`src/rtl/imm_gen_pkg.sv`:
```
// rtl/imm_gen_pkg.sv - opcode and immediate-type constants for the immediate generator
package imm_gen_pkg;

    localparam logic [6:0] OPC_LOAD    = 7'b0000011;
    localparam logic [6:0] OPC_FENCE   = 7'b0001111;
    localparam logic [6:0] OPC_OPIMM   = 7'b0010011;
    localparam logic [6:0] OPC_AUIPC   = 7'b0010111;
    localparam logic [6:0] OPC_OPIMM32 = 7'b0011011;
    localparam logic [6:0] OPC_STORE   = 7'b0100011;
    localparam logic [6:0] OPC_OP      = 7'b0110011;
    localparam logic [6:0] OPC_LUI     = 7'b0110111;
    localparam logic [6:0] OPC_OP32    = 7'b0111011;
    localparam logic [6:0] OPC_BRANCH  = 7'b1100011;
    localparam logic [6:0] OPC_JALR    = 7'b1100111;
    localparam logic [6:0] OPC_JAL     = 7'b1101111;
    localparam logic [6:0] OPC_SYSTEM  = 7'b1110011;

    localparam logic [2:0] IMM_NONE = 3'd0;
    localparam logic [2:0] IMM_I    = 3'd1;
    localparam logic [2:0] IMM_S    = 3'd2;
    localparam logic [2:0] IMM_B    = 3'd3;
    localparam logic [2:0] IMM_U    = 3'd4;
    localparam logic [2:0] IMM_J    = 3'd5;
    localparam logic [2:0] IMM_Z    = 3'd6;

    function automatic logic [31:0] sext12(input logic [11:0] v);
        return {{20{v[11]}}, v};
    endfunction

endpackage

```
`src/rtl/imm_decode.sv`:
```
// rtl/imm_decode.sv - combinational opcode to immediate/type/illegal/pc-relative decode
module imm_decode
    import imm_gen_pkg::*;
#(
    parameter int XLEN    = 32,
    parameter bit CSR_IMM = 1'b1
) (
    input  logic [31:0]     instruction,
    output logic [XLEN-1:0] imm,
    output logic [2:0]      imm_type,
    output logic            illegal,
    output logic            is_pcrel
);

    localparam bit RV64 = (XLEN == 64);

    // Every format fits in 32 bits; widening to XLEN is a single sign extension below.
    logic [31:0] imm32;

    always_comb begin
        imm32    = '0;
        imm_type = IMM_NONE;
        illegal  = 1'b0;
        is_pcrel = 1'b0;
        case (instruction[6:0])
            OPC_LOAD, OPC_OPIMM, OPC_JALR, OPC_FENCE: begin
                imm_type = IMM_I;
                imm32    = sext12(instruction[31:20]);
            end
            OPC_STORE: begin
                imm_type = IMM_S;
                imm32    = sext12({instruction[31:25], instruction[11:7]});
            end
            OPC_BRANCH: begin
                imm_type = IMM_B;
                is_pcrel = 1'b1;
                imm32    = {{19{instruction[31]}}, instruction[31], instruction[7],
                            instruction[30:25], instruction[11:8], 1'b0};
            end
            OPC_LUI: begin
                imm_type = IMM_U;
                imm32    = {instruction[31:12], 12'b0};
            end
            OPC_AUIPC: begin
                imm_type = IMM_U;
                is_pcrel = 1'b1;
                imm32    = {instruction[31:12], 12'b0};
            end
            OPC_JAL: begin
                imm_type = IMM_J;
                is_pcrel = 1'b1;
                imm32    = {{11{instruction[31]}}, instruction[31], instruction[19:12],
                            instruction[20], instruction[30:21], 1'b0};
            end
            OPC_OP: begin
                imm_type = IMM_NONE;
            end
            OPC_SYSTEM: begin
                if (CSR_IMM && instruction[14]) begin
                    imm_type = IMM_Z;
                    imm32    = {27'd0, instruction[19:15]};
                end
            end
            OPC_OPIMM32: begin
                if (RV64) begin
                    imm_type = IMM_I;
                    imm32    = sext12(instruction[31:20]);
                end else begin
                    illegal = 1'b1;
                end
            end
            OPC_OP32: begin
                illegal = !RV64;
            end
            default: begin
                illegal = 1'b1;
            end
        endcase
    end

    assign imm = XLEN'($signed(imm32));

endmodule

```
`src/rtl/imm_gen_pipe.sv`:
```
// rtl/imm_gen_pipe.sv - pipelined immediate generator with PC-relative target and valid/ready flow
module imm_gen_pipe
    import imm_gen_pkg::*;
#(
    parameter int XLEN    = 32,
    parameter int STAGES  = 1,
    parameter bit CSR_IMM = 1'b1
) (
    input  logic            clk,
    input  logic            rst,
    input  logic            flush,
    input  logic            in_valid,
    output logic            in_ready,
    input  logic [31:0]     instruction,
    input  logic [XLEN-1:0] pc,
    output logic            out_valid,
    input  logic            out_ready,
    output logic [XLEN-1:0] imm,
    output logic [XLEN-1:0] target,
    output logic [2:0]      imm_type,
    output logic            illegal
);

    logic [XLEN-1:0] d_imm;
    logic [XLEN-1:0] d_target;
    logic [2:0]      d_type;
    logic            d_illegal;
    logic            d_pcrel;

    imm_decode #(
        .XLEN    (XLEN),
        .CSR_IMM (CSR_IMM)
    ) u_decode (
        .instruction (instruction),
        .imm         (d_imm),
        .imm_type    (d_type),
        .illegal     (d_illegal),
        .is_pcrel    (d_pcrel)
    );

    assign d_target = d_pcrel ? (pc + d_imm) : '0;

    logic            v_q     [STAGES];
    logic [XLEN-1:0] imm_q   [STAGES];
    logic [XLEN-1:0] tgt_q   [STAGES];
    logic [2:0]      type_q  [STAGES];
    logic            ill_q   [STAGES];
    logic [STAGES-1:0] vv;
    logic [STAGES-1:0] ld;

    for (genvar k = 0; k < STAGES; k++) begin : g_stage
        logic            s_v;
        logic [XLEN-1:0] s_imm;
        logic [XLEN-1:0] s_tgt;
        logic [2:0]      s_type;
        logic            s_ill;

        if (k == 0) begin : g_head
            assign s_v    = in_valid;
            assign s_imm  = d_imm;
            assign s_tgt  = d_target;
            assign s_type = d_type;
            assign s_ill  = d_illegal;
        end else begin : g_tail
            assign s_v    = v_q[k-1];
            assign s_imm  = imm_q[k-1];
            assign s_tgt  = tgt_q[k-1];
            assign s_type = type_q[k-1];
            assign s_ill  = ill_q[k-1];
        end

        assign vv[k] = v_q[k];
        // Unrolled ready chain: a stage loads if the consumer takes or any stage from here on is empty.
        assign ld[k] = out_ready || !(&vv[STAGES-1:k]);

        always_ff @(posedge clk or posedge rst) begin
            if (rst) begin
                v_q[k]    <= 1'b0;
                imm_q[k]  <= '0;
                tgt_q[k]  <= '0;
                type_q[k] <= IMM_NONE;
                ill_q[k]  <= 1'b0;
            end else begin
                if (flush) begin
                    v_q[k] <= 1'b0;
                end else if (ld[k]) begin
                    v_q[k] <= s_v;
                end
                if (ld[k] && s_v) begin
                    imm_q[k]  <= s_imm;
                    tgt_q[k]  <= s_tgt;
                    type_q[k] <= s_type;
                    ill_q[k]  <= s_ill;
                end
            end
        end
    end

    assign in_ready  = ld[0];
    assign out_valid = v_q[STAGES-1];
    assign imm       = out_valid ? imm_q[STAGES-1]  : '0;
    assign target    = out_valid ? tgt_q[STAGES-1]  : '0;
    assign imm_type  = out_valid ? type_q[STAGES-1] : IMM_NONE;
    assign illegal   = out_valid ? ill_q[STAGES-1]  : 1'b0;

endmodule

```
`config.mk`:
```
export PLATFORM = sky130hd
export DESIGN_NAME = imm_gen_pipe
export DESIGN_NICKNAME = d
export VERILOG_FILES = /design/src/rtl/imm_gen_pkg.sv /design/src/rtl/imm_decode.sv /design/src/rtl/imm_gen_pipe.sv
export SDC_FILE = /design/constraint.sdc
export NUM_CORES = 1
export LEC_CHECK = 0
export ABC_AREA = 1
export CORE_MARGIN = 2
export CORE_UTILIZATION = 53
export CTS_CLUSTER_DIAMETER = 50
export CTS_CLUSTER_SIZE = 20
export DETAILED_ROUTE_END_ITERATION = 6
export PLACE_DENSITY = 0.82
export SLEW_MARGIN = 10
export SYNTH_ARGS = -nofsm -noshare
export SYNTH_HDL_FRONTEND = slang
export SYNTH_HIERARCHICAL = 1
export SYNTH_SLANG_ARGS = --single-unit
```
`constraint.sdc`:
```
create_clock -name clk -period 2.6 [get_ports clk]
set_input_delay 0.65 -clock clk [delete_from_list [all_inputs] [get_ports clk]]
set_output_delay 0.65 -clock clk [all_outputs]
set_load 0.05 [all_outputs]
```
==> results.md, run 1 <==
- Initial core utilization: around 55%
- Port-buffer cells: 138
- Syn Std Cell Area: roughly 6600 µm²
- Post-CTS Hold Fix Bufs: 0
- WEP type: register data pin
- Dpl hpwl: about 17000 µm
- Post-Place Setup Slack: -0.9923 ns
- Row cnt: 40
- #FFs+latches synth: between 60 and 70
- Die Height: between 100 and 150 µm
- CTS H-tree lvls: 3
- Clk sinks: 69
- Synth Instances: ~1.2k
- Run status: stopped before the end
- Root Driver: clkbuf_16
- Yosys warns: 6
- GPL Wtd Cong: ~0.96
- I/O Pins: between 100 and 150
- Sequential fraction of the synthesis area: 26.07%
- Cell taking the most area after synthesis: nand2_1
- GRT worst endpoint: tgt_q[12]$_DFFE_PP0P_/D
- Post-synth top area share: 29.41%
- Area contributors post-synth: nand2_1 (29%), dfrtp_1 (26%), inv_1 (12%), nand3_1 (9.7%), ha_1 (5.9%)
- Mapped Nets: approximately 1.3k
- Stopped at: global routing (5_1_grt)
- Longest Clk Path Bufs: 2
- Largest net degree at the start of global routing: 70
- Stop err: [ERROR DPL-0038] Utilization greater than 100%, impossible to legalize
- Synth unique cells: 30
- Die X: ~120 µm
- Avg Cell Area, Syn: roughly 5.6 µm²
- CTS Buf Count: 9
cell families after synthesis:
group,Yosys count,synth area share [%]
XOR/XNOR,1,0.1322
buffers and inverters,262,15.45
AND/OR/NAND/NOR,765,47.41
flip-flops,69,26.07
adder cells (fa/ha/maj),32,6.158
AO/OA/AOI/OAI,58,4.779
synth_stat cells (all sizes together):
cell type,number
nand2,525
inv,220
nand3,133
nor2,91
dfrtp,69
ha,31
a21oi,29
buf,23
o21ai,21
clkbuf,18
nand4,6
nor3,5
nand3b,3
o21bai,3
a32o,2
or2,2
a21boi,1
a21o,1
a22o,1
clkinv,1
fa,1
xor2,1
metrics by stage:
stage	TNS (ns)	std cells	area, µm²	hold WS [ns]	util [%]
detailed placement	-27.44	1575	9513	0.4655	78.54
global placement	-25.16	1575	9513	0.4616	78.54
CTS	-1.154	1624	11350	0.4777	93.74
floorplan	-0.01858	1187	6755	0.4487	-
what timing repair did:
action                                 4_1_cts
pin swaps                                   91
setup buffers                               28
cloned                                       5
gates resized for setup                    280
endpoints found under the hold margin        0
setup endpoints to repair                   31
==> inputs of run 2 (changes only) <==
--- a/config.mk
+++ b/config.mk
@@ -7,11 +7,9 @@
 export LEC_CHECK = 0
 export ABC_AREA = 1
 export CORE_MARGIN = 2
-export CORE_UTILIZATION = 53
-export CTS_CLUSTER_DIAMETER = 50
-export CTS_CLUSTER_SIZE = 20
+export CORE_UTILIZATION = 40
 export DETAILED_ROUTE_END_ITERATION = 6
-export PLACE_DENSITY = 0.82
+export PLACE_DENSITY_LB_ADDON = 0.15
 export SLEW_MARGIN = 10
 export SYNTH_ARGS = -nofsm -noshare
 export SYNTH_HDL_FRONTEND = slang
==> results.md, run 2 <==
- Syn Std Cell Area: 6624 µm² (unchanged)
- Cell taking the most area after synthesis: nand2_1
- Capturing point of the worst reg2reg path: tgt_q[3]$_DFFE_PP0P_
- Worst slew pin tran: 0.4036 ns
- Yosys warns: 6 (unchanged)
- Prevailing post-synth register cell: dfrtp_1
- Failing checks: negative setup slack
- #FFs+latches synth: 69 (unchanged)
- Port-buffer cells: 138 (unchanged)
- GRT overflow: 0
- Internal reg-to-reg setup slack: between 0.8 and 0.9 ns
- Final instance area: about 12000 µm²
- Drt via density: about 4.8
- CTS H-tree lvls: 3 (unchanged)
- Total Wirelength: between 20000 and 25000 µm
- CP Max Fanout: 4
- Worst vdd ir: ~0.34 mV
- Global-route wire length before repair: ~38000 µm
- Drc violations: 0
- Largest net degree at the start of global routing: 70
- Post-route ant nets: 0
- Die footprint: around 18000 µm²
- Post-synth top area share: 29.41% (unchanged)
- Fmax: 0.3711 GHz
- Clock-pin slew on the worst setup and hold paths: about 0.06 ns
- Routed len/inst: about 14 µm
- Reg2reg path depth: 8
- Row cnt: 47 (+18%)
- Dpl hpwl: 17180 µm (-0.57%)
- Initial core utilization: 40.37% (-14 points)
- Cell with the most instances after synthesis: nand2_1
- Tmin final: between 2 and 3 ns
- Async S/R FF share, synth: 100.0% (unchanged)
- Core area: ~16000 µm²
- Max Cap Viol: 0
- Die Height: 132.7 µm (+15%)
- Clk sinks: 69 (unchanged)
- Initial DRT Pass Iterations: 5
- Clock insertion delay at the later pin of the skew report: 0.35 ns
- Worst Slack Setup Final: -0.09487 ns
- R2r startpoint: out_valid$_DFFE_PP0P_
- Final Max Tran Viols: 0
- Sequential fraction of the synthesis area: 26.07% (unchanged)
- Synth-to-Final Area Change: 77.67%
- Root Driver: clkbuf_16
- Avg Cell Area, Syn: 5.580 µm² (unchanged)
- HP Start: tgt_q[6]$_DFFE_PP0P_
- Largest regs: imm_q (32), tgt_q (32), type_q (3)
- Vias in the first global route: between 7k and 8k
- Fin. Hold Viols: 0
- Synth unique cells: 30 (unchanged)
- Vias: a little over 8k
- Tot Pwr: around 3500 µW
- # setup viols final: 15
- Hold path endpoint: tgt_q[6]$_DFFE_PP0P_
- Share of cells above drive strength 1: around a third
- CTS tree: built
- Pwr Density: 296.4 nW/µm²
- Area contributors post-synth: nand2_1 (29%), dfrtp_1 (26%), inv_1 (12%), nand3_1 (9.7%), ha_1 (5.9%)
- Number of antenna violations at the first check in global routing: 1
- P_leak: roughly 0.007 µW
- Slew margin rel.: ~73%
- DP Area: 9678 µm² (+1.7%)
- Die X: 132.7 µm (+15%)
- Commonest cells in the netlist: nand2_1 (519), inv_1 (218), nand3_1 (128)
- RSZ-0062 raised after global routing: true
- I/O Pins: 139 (unchanged)
- Overall Global Routing Usage: between 20% and 30%
- Layout Skew: around 0.010 ns
- Nets: 1562
- Required time worst endpoint: ~2.8 ns
- Worst Hold Depth: 2
- Most common cell after layout, fill and taps aside: nand2_1
- Iteration-0 DRC Markers: 499
- Worst Path Arrival: ~2.9 ns
- Mapped Nets: 1288 (unchanged)
- Number of synthesized flops with an enable pin: 0 (unchanged)
- Hold WC Path Type: flip-flop to flip-flop
- N_diodes: 0
- Critical Path End Type: flip-flop
- Run status: finished, violations left
- Worst Setup Start Kind: input port
- Longest Clk Path Bufs: 2 (unchanged)
- Final period util: 103.6%
- CTS Buf Count: 9 (unchanged)
- Critical path type: input port to flip-flop
- Synth Instances: 1187 (unchanged)
- GPL Wtd Cong: 0.9222 (-4.3%)
- Most frequent cells in the layout: nand2_1 (446), inv_1 (202), buf_4 (166), nand3_1 (74), dfrtp_1 (68)
==> run 2: cell counts after synthesis <==
No cell type changed its count.
==> run 2: critical path, cell delays in order <==
cell and delay, ns:
buf_2 0.12, nand2_2 0.09, buf_4 0.12, nor2_2 0.04, buf_4 0.14, nand3_1 0.10
nand2_1 0.07, nor2_2 0.16, nand3_4 0.12, ha_4 0.32, nand2_1 0.05, nand2_1 0.10
nand2_1 0.07, nand2_1 0.09, inv_1 0.06, nand2_2 0.07, nand2_1 0.07, nand2_2 0.14
nand2_2 0.08, nand2_1 0.06, nand2_1 0.06, nand3_2 0.10, nand2_1 0.05
==> run 2: repair_timing <==
action                     CTS  global route
gates resized for setup    193           160
pin swaps                   41            65
buffers inserted            13            22
hold buffers                 0             0
setup endpoints to repair   31            27
gates cloned                 4             1
==> run 2: per-stage QoR <==
step / worst slack [ns] / util, % / hold WS (ns) / std cells / setup TNS [ns]
6_report: -0.09487 / 71.73 / 0.4766 / 1686 / -0.7088
5_1_grt: -0.2003 / 71.73 / 0.4972 / 1686 / -2.964
4_1_cts: -0.003137 / 67.40 / 0.4816 / 1665 / -0.006146
3_3_place_gp: -1.032 / 58.99 / 0.4625 / 1632 / -28.27
3_5_place_dp: -1.061 / 58.99 / 0.4653 / 1632 / -29.56
2_1_floorplan: -0.01684 / - / 0.4487 / 1187 / -0.01858
==> run 2: worst max path at each step <==
stage,depth (start not counted),to,from
6_report,23,tgt_q[23]$_DFFE_PP0P_,instruction[6]
2_1_floorplan,20,tgt_q[16]$_DFFE_PP0P_,instruction[2]
4_1_cts,21,tgt_q[16]$_DFFE_PP0P_,instruction[3]
5_1_grt,23,tgt_q[23]$_DFFE_PP0P_,instruction[6]
3_3_place_gp,17,tgt_q[28]$_DFFE_PP0P_,instruction[3]
3_5_place_dp,17,tgt_q[29]$_DFFE_PP0P_,instruction[3]
==> run 2: kinds of logic after synthesis <==
logic type | share of synthesized area [%]
buffers and inverters | 15.45
AO/OA/AOI/OAI | 4.779
adder cells (fa/ha/maj) | 6.158
AND/OR/NAND/NOR | 47.41
XOR/XNOR | 0.1322
flip-flops | 26.07
==> run 2: report_power, final <==
part | total (µW) | internal [µW] | switching [µW] | leakage (µW)
registers | 1120 | 1100 | 14.9 | 0.000953
clock network | 1390 | 865 | 521 | 0.000158
logic | 988 | 442 | 546 | 0.00587
total | 3490 | 2410 | 1080 | 0.00698
==> run 2: cell type report <==
cell class                 instances  area [µm²]
multi-input combinational        857        5328
clock inverter                     6       86.33
tap                              220       275.3
inverter                         221       860.8
fill                            1328        4638
timing repair buffer             303        3252
clock buffer                      10       239.0
sequential                        69        1728
==> run 2: routing by layer <==
layer  wire length [µm]  global-route usage (%)
met1              10840                   35.48
met2              11830                   44.70
met3                905                   3.333
met4                758                   10.81
met5                  0                       0
Power figures use the tool's default switching activity.
